**src/rtl/pipe_pkg.sv**
```systemverilog
// Shared types and constants for the timing pipeline stages.
package pipe_pkg;

    localparam int unsigned WIDTH         = 16;
    localparam int unsigned INTERVAL_SIZE = 8;
    localparam int unsigned PARA          = 8;
    localparam int unsigned PARALLEL_SIZE = 2;

    typedef enum logic [1:0] {IDLE, RUN, DONE} state_t;

    typedef struct packed {
        logic [INTERVAL_SIZE-1:0] mode;
        logic [PARA-1:0]          cnt;
        logic [WIDTH-1:0]         alpha;
        logic [WIDTH-1:0]         nalpha;
        logic [WIDTH-1:0]         beta;
    } lane_best_t;

    // Add every lane's hit bit for interval j to cnt, clamping at all-ones.
    function automatic logic [PARA-1:0] sat_hist(
        input logic [PARA-1:0]                              cnt,
        input logic [PARALLEL_SIZE-1:0][INTERVAL_SIZE-1:0] hits,
        input int unsigned                                  j
    );
        logic [PARA+1:0] sum;
        sum = {2'b00, cnt};
        for (int l = 0; l < PARALLEL_SIZE; l++) begin
            sum = sum + {{(PARA+1){1'b0}}, hits[l][j]};
        end
        if (sum > {2'b00, {PARA{1'b1}}}) begin
            return {PARA{1'b1}};
        end
        return sum[PARA-1:0];
    endfunction

endpackage

```
**src/rtl/lane_best_reg.sv**
```systemverilog
// Per-lane best-candidate register: synchronous clear wins over load.
module lane_best_reg
    import pipe_pkg::*;
(
    input  logic       clk,
    input  logic       rst,
    input  logic       clr,
    input  logic       load,
    input  lane_best_t d,
    output lane_best_t q
);

    // Hold, clear or load the lane's best candidate.
    always_ff @(posedge clk or posedge rst) begin
        if (rst) begin
            q <= '0;
        end else if (clr) begin
            q <= '0;
        end else if (load) begin
            q <= d;
        end
    end

endmodule

```
**src/rtl/pipe_stage6.sv**
```systemverilog
// Stage 6: interval histogram, per-lane running best and final lane merge.
module pipe_stage6
    import pipe_pkg::*;
(
    input  logic                                       clk,
    input  logic                                       rst,
    input  logic                                       start,
    input  logic [PARA-1:0]                            J_size,
    input  logic                                       in_valid,
    input  logic [PARALLEL_SIZE-1:0]                   U_add_i,
    input  logic [PARALLEL_SIZE-1:0][INTERVAL_SIZE-1:0] mode_i,
    input  logic [PARALLEL_SIZE-1:0][PARA-1:0]         max_cnt_i,
    input  logic [PARALLEL_SIZE-1:0][INTERVAL_SIZE-1:0] acc_interval_i,
    input  logic [PARALLEL_SIZE-1:0][WIDTH-1:0]        alpha_i,
    input  logic [PARALLEL_SIZE-1:0][WIDTH-1:0]        nalpha_i,
    input  logic [PARALLEL_SIZE-1:0][WIDTH-1:0]        beta_i,
    output logic [INTERVAL_SIZE-1:0][PARA-1:0]         interval_cnt_o,
    output logic [PARALLEL_SIZE-1:0][PARA-1:0]         max_cnt_o,
    output logic                                       busy,
    output logic                                       out_valid,
    input  logic                                       out_ready,
    output logic [INTERVAL_SIZE-1:0]                   mode_o,
    output logic [PARA-1:0]                            cnt_o,
    output logic [WIDTH-1:0]                           alpha_o,
    output logic [WIDTH-1:0]                           nalpha_o,
    output logic [WIDTH-1:0]                           beta_o
);

    state_t                              state_q, state_d;
    logic [PARA-1:0]                     step_q, jsize_q;
    logic [INTERVAL_SIZE-1:0][PARA-1:0]  hist_q;
    lane_best_t                          res_q;
    lane_best_t                          lane_q   [PARALLEL_SIZE];
    lane_best_t                          lane_d   [PARALLEL_SIZE];
    lane_best_t                          lane_nxt [PARALLEL_SIZE];
    lane_best_t                          winner;
    logic [PARALLEL_SIZE-1:0]            lane_load;
    logic                                run_clr, beat, last_beat, res_load;

    // State register.
    always_ff @(posedge clk or posedge rst) begin
        if (rst) begin
            state_q <= IDLE;
        end else begin
            state_q <= state_d;
        end
    end

    // Next-state logic.
    always_comb begin
        state_d = state_q;
        unique case (state_q)
            IDLE:    if (start) state_d = (J_size == '0) ? DONE : RUN;
            RUN:     if (last_beat) state_d = DONE;
            DONE:    if (out_ready) state_d = IDLE;
            default: state_d = IDLE;
        endcase
    end

    // Control decode; a start clears results so a zero-length run reports zeros.
    always_comb begin
        run_clr   = 1'b0;
        beat      = 1'b0;
        last_beat = 1'b0;
        res_load  = 1'b0;
        unique case (state_q)
            IDLE: run_clr = start;
            RUN: begin
                beat      = in_valid;
                last_beat = in_valid && (step_q == jsize_q - PARA'(1));
                res_load  = last_beat;
            end
            default: ;
        endcase
    end

    assign busy      = (state_q == RUN);
    assign out_valid = (state_q == DONE);

    // Step counter and latched run length.
    always_ff @(posedge clk or posedge rst) begin
        if (rst) begin
            step_q  <= '0;
            jsize_q <= '0;
        end else if (run_clr) begin
            step_q  <= '0;
            jsize_q <= J_size;
        end else if (beat) begin
            step_q <= step_q + PARA'(1);
        end
    end

    // Saturating interval histogram shared by all lanes.
    always_ff @(posedge clk or posedge rst) begin
        if (rst) begin
            hist_q <= '0;
        end else if (run_clr) begin
            hist_q <= '0;
        end else if (beat) begin
            for (int j = 0; j < INTERVAL_SIZE; j++) begin
                hist_q[j] <= sat_hist(hist_q[j], acc_interval_i, j);
            end
        end
    end

    // Lane candidate packing and post-beat view used by the merge.
    always_comb begin
        for (int l = 0; l < PARALLEL_SIZE; l++) begin
            lane_d[l].mode   = mode_i[l];
            lane_d[l].cnt    = max_cnt_i[l];
            lane_d[l].alpha  = alpha_i[l];
            lane_d[l].nalpha = nalpha_i[l];
            lane_d[l].beta   = beta_i[l];
            lane_load[l]     = beat && U_add_i[l];
            lane_nxt[l]      = lane_load[l] ? lane_d[l] : lane_q[l];
            max_cnt_o[l]     = lane_q[l].cnt;
        end
    end

    for (genvar l = 0; l < PARALLEL_SIZE; l++) begin : g_lane
        lane_best_reg u_lane (
            .clk  (clk),
            .clr  (run_clr),
            .rst  (rst),
            .load (lane_load[l]),
            .d    (lane_d[l]),
            .q    (lane_q[l])
        );
    end

    // Merge: strictly larger count wins, so the lowest lane index wins ties.
    always_comb begin
        winner = lane_nxt[0];
        for (int l = 1; l < PARALLEL_SIZE; l++) begin
            if (lane_nxt[l].cnt > winner.cnt) winner = lane_nxt[l];
        end
    end

    // Result register, written on entry to DONE and held until the next start.
    always_ff @(posedge clk or posedge rst) begin
        if (rst) begin
            res_q <= '0;
        end else if (run_clr) begin
            res_q <= '0;
        end else if (res_load) begin
            res_q <= winner;
        end
    end

    assign interval_cnt_o = hist_q;
    assign mode_o         = res_q.mode;
    assign cnt_o          = res_q.cnt;
    assign alpha_o        = res_q.alpha;
    assign nalpha_o       = res_q.nalpha;
    assign beta_o         = res_q.beta;

endmodule

```
**config.mk**
```make
export PLATFORM = sky130hd
export DESIGN_NAME = pipe_stage6
export DESIGN_NICKNAME = d
export VERILOG_FILES = /design/src/rtl/pipe_pkg.sv /design/src/rtl/lane_best_reg.sv /design/src/rtl/pipe_stage6.sv
export SDC_FILE = /design/constraint.sdc
export NUM_CORES = 1
export LEC_CHECK = 0
export CAP_MARGIN = 20
export CORE_MARGIN = 1
export CORE_UTILIZATION = 50
export DETAILED_ROUTE_END_ITERATION = 16
export PLACE_DENSITY_LB_ADDON = 0.12
export SLEW_MARGIN = 20
export SYNTH_ARGS = -nofsm -noshare
export SYNTH_HDL_FRONTEND = slang
export SYNTH_SLANG_ARGS = --single-unit
export TNS_END_PERCENT = 50
```
**constraint.sdc**
```tcl
create_clock -name clk -period 10.6 [get_ports clk]
set_clock_uncertainty 0.05 [all_clocks]
set_input_delay 1.06 -clock clk [delete_from_list [all_inputs] [get_ports clk]]
set_output_delay 1.06 -clock clk [all_outputs]
set_load 0.1 [all_outputs]
```
Word level (Yosys, flattened, before mapping) --
Cells that the tools add are included.
Word-level totals: output and inout port bits 146, flip-flop bits (word level) 274, input bits 159, logic and storage cells 126
Operators by class: reductions and logical operators 8, mux-type cells 59, order comparisons 9, add/sub/neg operators 18, eq/ne operators 6
Operators by type and width (count):
- $mux 64 | 9
- $mux 8 | 18
- $add 9x1->10 | 8
- $gt 10x8->1 const B | 8
- $add 8x1->9 | 8
- $mux 1 | 27
- $add 8x1->8 const B | 1
- $eq 8x8->1 | 1
- $gt 8x8->1 | 1
- $logic_not 8->1 | 1
- $mux 2 | 4
- $sub 8x1->8 const B | 1
- $pmux 2 s3 | 1
- $ne 2x1->1 const B | 2
- $reduce_bool 2->1 | 2
- $logic_and 1x1->1 | 3
- $reduce_and 3->1 | 1
- $eq 2x1->1 const B | 1
- $eq 2x2->1 const B | 1
- $logic_not 2->1 | 1
- $ne 2x2->1 const B | 1

Longest topological paths before layout --
depth in word-level cells 9, mapped depth 14, depth with buffers taken out 11

Cells and area by module --
A second synthesis with hierarchy kept.
Unflattened totals: cells, all modules 1351, area total of the unflattened synthesis 14645.3 um^2
Modules (own cells, without submodules):
- pipe_stage6 | times used 1, seq. area each 3653.5 um^2, cells each 937, area an instance 9402.8 um^2
- lane_best_reg | times used 2, seq. area each 1601.5 um^2, cells each 207, area an instance 2621.3 um^2

Worst setup path before layout --
No wires, ideal clock.
path type input-to-reg, start input port in_valid, end register res_q, in the netlist alpha_o[0], stages 13, setup time 0.083 ns, arrival 4.003 ns, setup slack 6.465 ns, path buffers 3, cell sequence and3b_1 clkbuf_1 nand2_1 buf_4 mux2i_1 inv_1 ha_1 nand4_1 or2_2 o21ai_1 clkbuf_1 mux2_2 o21ai_0
On the way: longest elaborated chain between the ends 7, elaborated cells between the ends (all ways) 12, classes of those cells order compare: 1; mux: 7; reduce/logical: 4
Ends and longest elaborated chain:
- start, declared | RTL line pipe_stage6.sv:9 | input logic in_valid,
- $mux 1 | RTL line pipe_stage6.sv:66 | unique case (state_q)
- $logic_and 1x1->1 | RTL line pipe_stage6.sv:114 | lane_load[l] = beat && U_add_i[l];
- $mux 64
- $gt 8x8->1 | RTL line pipe_stage6.sv:135 | if (lane_nxt[l].cnt > winner.cnt) winner = lane_nxt[l];
- $mux 64 | RTL line pipe_stage6.sv:135
- $mux 64 | RTL line pipe_stage6.sv:145 | end else if (res_load) begin
- $mux 64 | RTL line pipe_stage6.sv:143 | end else if (run_clr) begin
- end signal, assigned | RTL line pipe_stage6.sv:146 | res_q <= winner;
- end, declared | RTL line pipe_stage6.sv:32 | lane_best_t res_q;
Several ways; a longest one is shown, not always the timed one. The select of a mux whose other input is x is not followed. A chain may end at the register's enable or synchronous reset.

Final worst setup path --
start input port in_valid, end register res_q, in the netlist nalpha_o[11]
Same word-level chain as after synthesis.

==> load_flow_metrics.sql <==
INSERT INTO impl_metrics (metric_group, metric, value, unit) VALUES
('setup_path', 'crit_top_cell', 'buf_4', ''),
('synthesis', 'netlist_area', '13200', 'um2'),
('setup_path', 'worst-endpoint-arrival', '6.15', 'ns'),
('setup_path', 'rr_endpoint', 'nalpha_o[11]', ''),
('grt', 'antenna_violations_before_repair', '2', ''),
('grt', 'largest_net_degree_at_the_start_of_global_routing', '128', ''),
('die', 'die_x', '164', 'um'),
('setup_path', 'crit_start', 'in_valid', ''),
('drt', 'remaining_drc_errors', '0', ''),
('synthesis', 'yosysTopAreaCellShare', '52.1', '%'),
('synthesis', 'post-synth-top-area-cell', 'dfrtp_1', ''),
('drt', 'route.detailed.vias_per_inst', '5.50', ''),
('clocking', 'h-tree-depth', '1', ''),
('clocking', 'clk_pin_slew', '0.06', 'ns'),
('placement', 'gp_congestion', '0.833', ''),
('placement', 'detailedPlacementHpwl', '21.9', 'mm'),
('die', 'die_height', '164', 'um'),
('grt', 'grt_util_all_layers', '25.2', '%'),
('drt', 'remaining_antenna_violation_count_after_routing', '0', ''),
('clocking', 'cts_tree', 'done', ''),
('clocking', 'cts_resized', '0', ''),
('sta', 'slew_headroom', '26.7', '%'),
('drt', 'routed_wl', '34.1', 'mm'),
('clocking', 'ctsLongestPathBuffers', '3', ''),
('synthesis', 'synth_async_sr_flop_share', '100', '%'),
('setup_path', 'timing.critical_path.fanout_max', '59', ''),
('sta', 'final_cycle_utilization_of_the_critical_path', '54.2', '%'),
('run_status', 'outcome', 'finished clean', ''),
('synthesis', 'number_of_register_bits_inferred_by_synthesis', '274', ''),
('layout', 'nNetsFinal', '1659', ''),
('die', 'initial_core_util', '50.8', '%'),
('setup_path', 'crit_path_cell_trace', 'clkdlybuf4s50_1 > and3b_2 > buf_4 > nand2_4 > buf_4 > mux2i_1 > inv_1 > ha_1 > nor2b_1 > o211ai_1 > a21oi_1 > o21ai_4 > buf_4 > mux2_2 > o21ai_0', ''),
('setup_path', 'critical_path_required', '11.00', 'ns'),
('sta', 'final_max_slew_viol_count', '0', ''),
('sta', 'rsz0062_at_grt', 'false', ''),
('sta', 'fin_crit', '5.75', 'ns'),
('drt', 'drtPass1Iterations', '5', ''),
('synthesis', 'synth_area_per_cell', '10.8', 'um2'),
('synthesis', 'netlist_top_cells_area', 'dfrtp_1 (52%), mux2i_1 (10%), mux2_2 (5.6%)', ''),
('setup_path', 'reg2reg_setup_slack', '5.32', 'ns'),
('synthesis', 'seq_area_frac_synth', '52.1', '%'),
('synthesis', 'synthesis.nets', '1403', ''),
('clocking', 'postCtsSetupBuffers', '0', ''),
('run', 'maxCapViolCount', '0', ''),
('grt', 'global_route_wire_length_before_repair', '53.8', 'mm'),
('synthesis', 'synth-warning-count', '0', ''),
('grt', 'grtUsageMet2', '40.7', '%'),
('grt', 'grt_busiest_layer', 'met2', ''),
('die', 'die_area', '27000', 'um2'),
('clocking', 'cts.hold.buffers_added', '0', ''),
('min_path', 'hp-class', 'flop to flop', ''),
('die', 'placement_rows', '59', ''),
('drt', 'drt-initial-drc-count', '568', ''),
('grt', 'groute.layer.met1.usage', '34.7', '%'),
('drt', 'vias', '10100', ''),
('layout', 'post_route_cells_drive_above_1_share', '11.5', '%'),
('synthesis', 'post_synth_num_cell_types', '50', ''),
('setup_path', 'critPathCaptureType', 'flop', ''),
('setup_path', 'worstReg2RegStart', 'state_q[0]', ''),
('sta', 'final.setup.tns', '0', 'ns'),
('clocking', 'ctsRootBufferMaster', 'clkbuf_16', ''),
('drt', 'detail_route.wl_per_cell', '18.6', 'um'),
('grt', 'grt_overflow_total', '0', ''),
('setup_path', 'critical_path.max_stage_delay', '0.80', 'ns'),
('die', 'io_pins', '305', ''),
('grt', 'grt_util_met3', '4.72', '%'),
('die', 'core_area', '25900', 'um2'),
('synthesis', 'synth_flop_cell', 'dfrtp_1', ''),
('setup_path', 'worst_path_max_delay_cell', 'buf_4', ''),
('synthesis', 'synth-edff-count', '0', ''),
('clocking', 'tritoncts_num_sinks', '274', '');
==> routing by layer <==
layer	part of all wire [%]	wire length (um)
met3	6.5	2200
met1	44	15100
met5	0	0
met4	2.1	727
met2	47	16000
==> worst max-delay path, delay by kind of cell <==
kind / cells / cell delay (ns)
compound gates: 4 / 0.92
mux: 2 / 0.76
buf+inv: 5 / 2.36
simple gates: 3 / 0.68
fa+ha+maj: 1 / 0.31
==> metrics by stage <==
| step | hold WS, ns | util [%] | instance area, um2 | worst slack (ns) | instances |
|---|---|---|---|---|---|
| 2_1_floorplan | 0.415 | - | 13200 | 1.94 | 1218 |
| 3_3_place_gp | 0.433 | 62.7 | 16300 | 4.39 | 1777 |
| 3_5_place_dp | 0.440 | 62.7 | 16300 | 4.34 | 1777 |
| 4_1_cts | 0.452 | 66.7 | 17300 | 4.89 | 1833 |
| 5_1_grt | 0.482 | 66.7 | 17300 | 4.53 | 1835 |
| 6_report | 0.446 | 66.7 | 17300 | 4.85 | 1835 |
==> area by class of cell <==
class / instances / area, um2
Fill cell: 2029 / 8630
Sequential cell: 274 / 6860
Multi-Input combinational cell: 834 / 5770
Timing Repair Buffer: 315 / 3130
Clock buffer: 51 / 951
Tap cell: 335 / 419
Clock inverter: 5 / 78.8
Inverter: 19 / 78.8
Antenna cell: 2 / 5.00
==> flip-flops by register name (all words and copies together), names as in the netlist <==
| register | cells |
|---|---|
| beta_o | 16 |
| g_lane.u_lane.q | 128 |
| alpha_o | 16 |
| interval_cnt_o | 64 |
| step_q | 8 |
| cnt_o | 8 |
| jsize_q | 8 |
| nalpha_o | 16 |
| state_q | 2 |
| mode_o | 8 |
==> cell usage in the layout, fill, tap and decap left out, types with 3 or more instances in the layout <==
cell               n
nand3_1           75
nand3_2           16
o21ai_0           63
ha_1              18
a21oi_1           63
mux2_2            65
a311oi_1           4
o21ai_2           20
nor2b_1            6
and3_1            22
o211a_1            3
nand2_4            3
nor4_1             6
and4b_1            3
nand4_1           11
xnor2_1           10
and2_1             5
clkbuf_8          10
buf_4             11
a31oi_1           13
nor3_1            25
fa_1               8
a211oi_1          11
clkdlybuf4s50_1  304
xor2_1             8
nor3b_1            6
dfrtp_1          274
or2_2              3
and4_1             8
clkbuf_1          10
nor2_1           176
clkbuf_16         31
mux2i_1          131
inv_1             18
nand2_1           36
==> worst min-delay path by stage <==
stage | end | slack (ns) | cells after the start
2_1_floorplan | jsize_q[7] | 0.42 | 2
3_3_place_gp | nalpha_o[10] | 0.43 | 2
3_5_place_dp | cnt_o[6] | 0.44 | 2
4_1_cts | cnt_o[6] | 0.45 | 2
5_1_grt | g_lane[0].u_lane.q[43] | 0.48 | 2
6_report | nalpha_o[1] | 0.45 | 2
==> Yosys cell counts, types with 10 or more instances <==
library cell and n:
nor2_1 176, nor3_1 25, and3_1 22, inv_1 19
clkbuf_1 47, nand3_2 16, buf_2 10, nand4_1 11
o21ai_0 63, mux2i_1 131, buf_4 27, a21oi_1 63
ha_1 18, a31oi_1 13, xnor2_1 10, nand3_1 75
a211oi_1 11, o21ai_2 20, mux2_2 65, nand2_1 39
dfrtp_1 274
==> cell families after synthesis <==
family | after synthesis | synth area share (%)
buffers and inverters | 110 | 4.45
and+or+nand+nor | 408 | 15.2
xor gates and xnor gates | 18 | 1.20
muxes | 196 | 15.5
DFF | 274 | 52.1
adders and majority gates | 26 | 2.93
AOI/OAI and AO/OA | 186 | 8.59
Power is left out: the tool's default activity adds up to more than one toggle a clock period on the data nets, which glitch-free logic cannot reach.
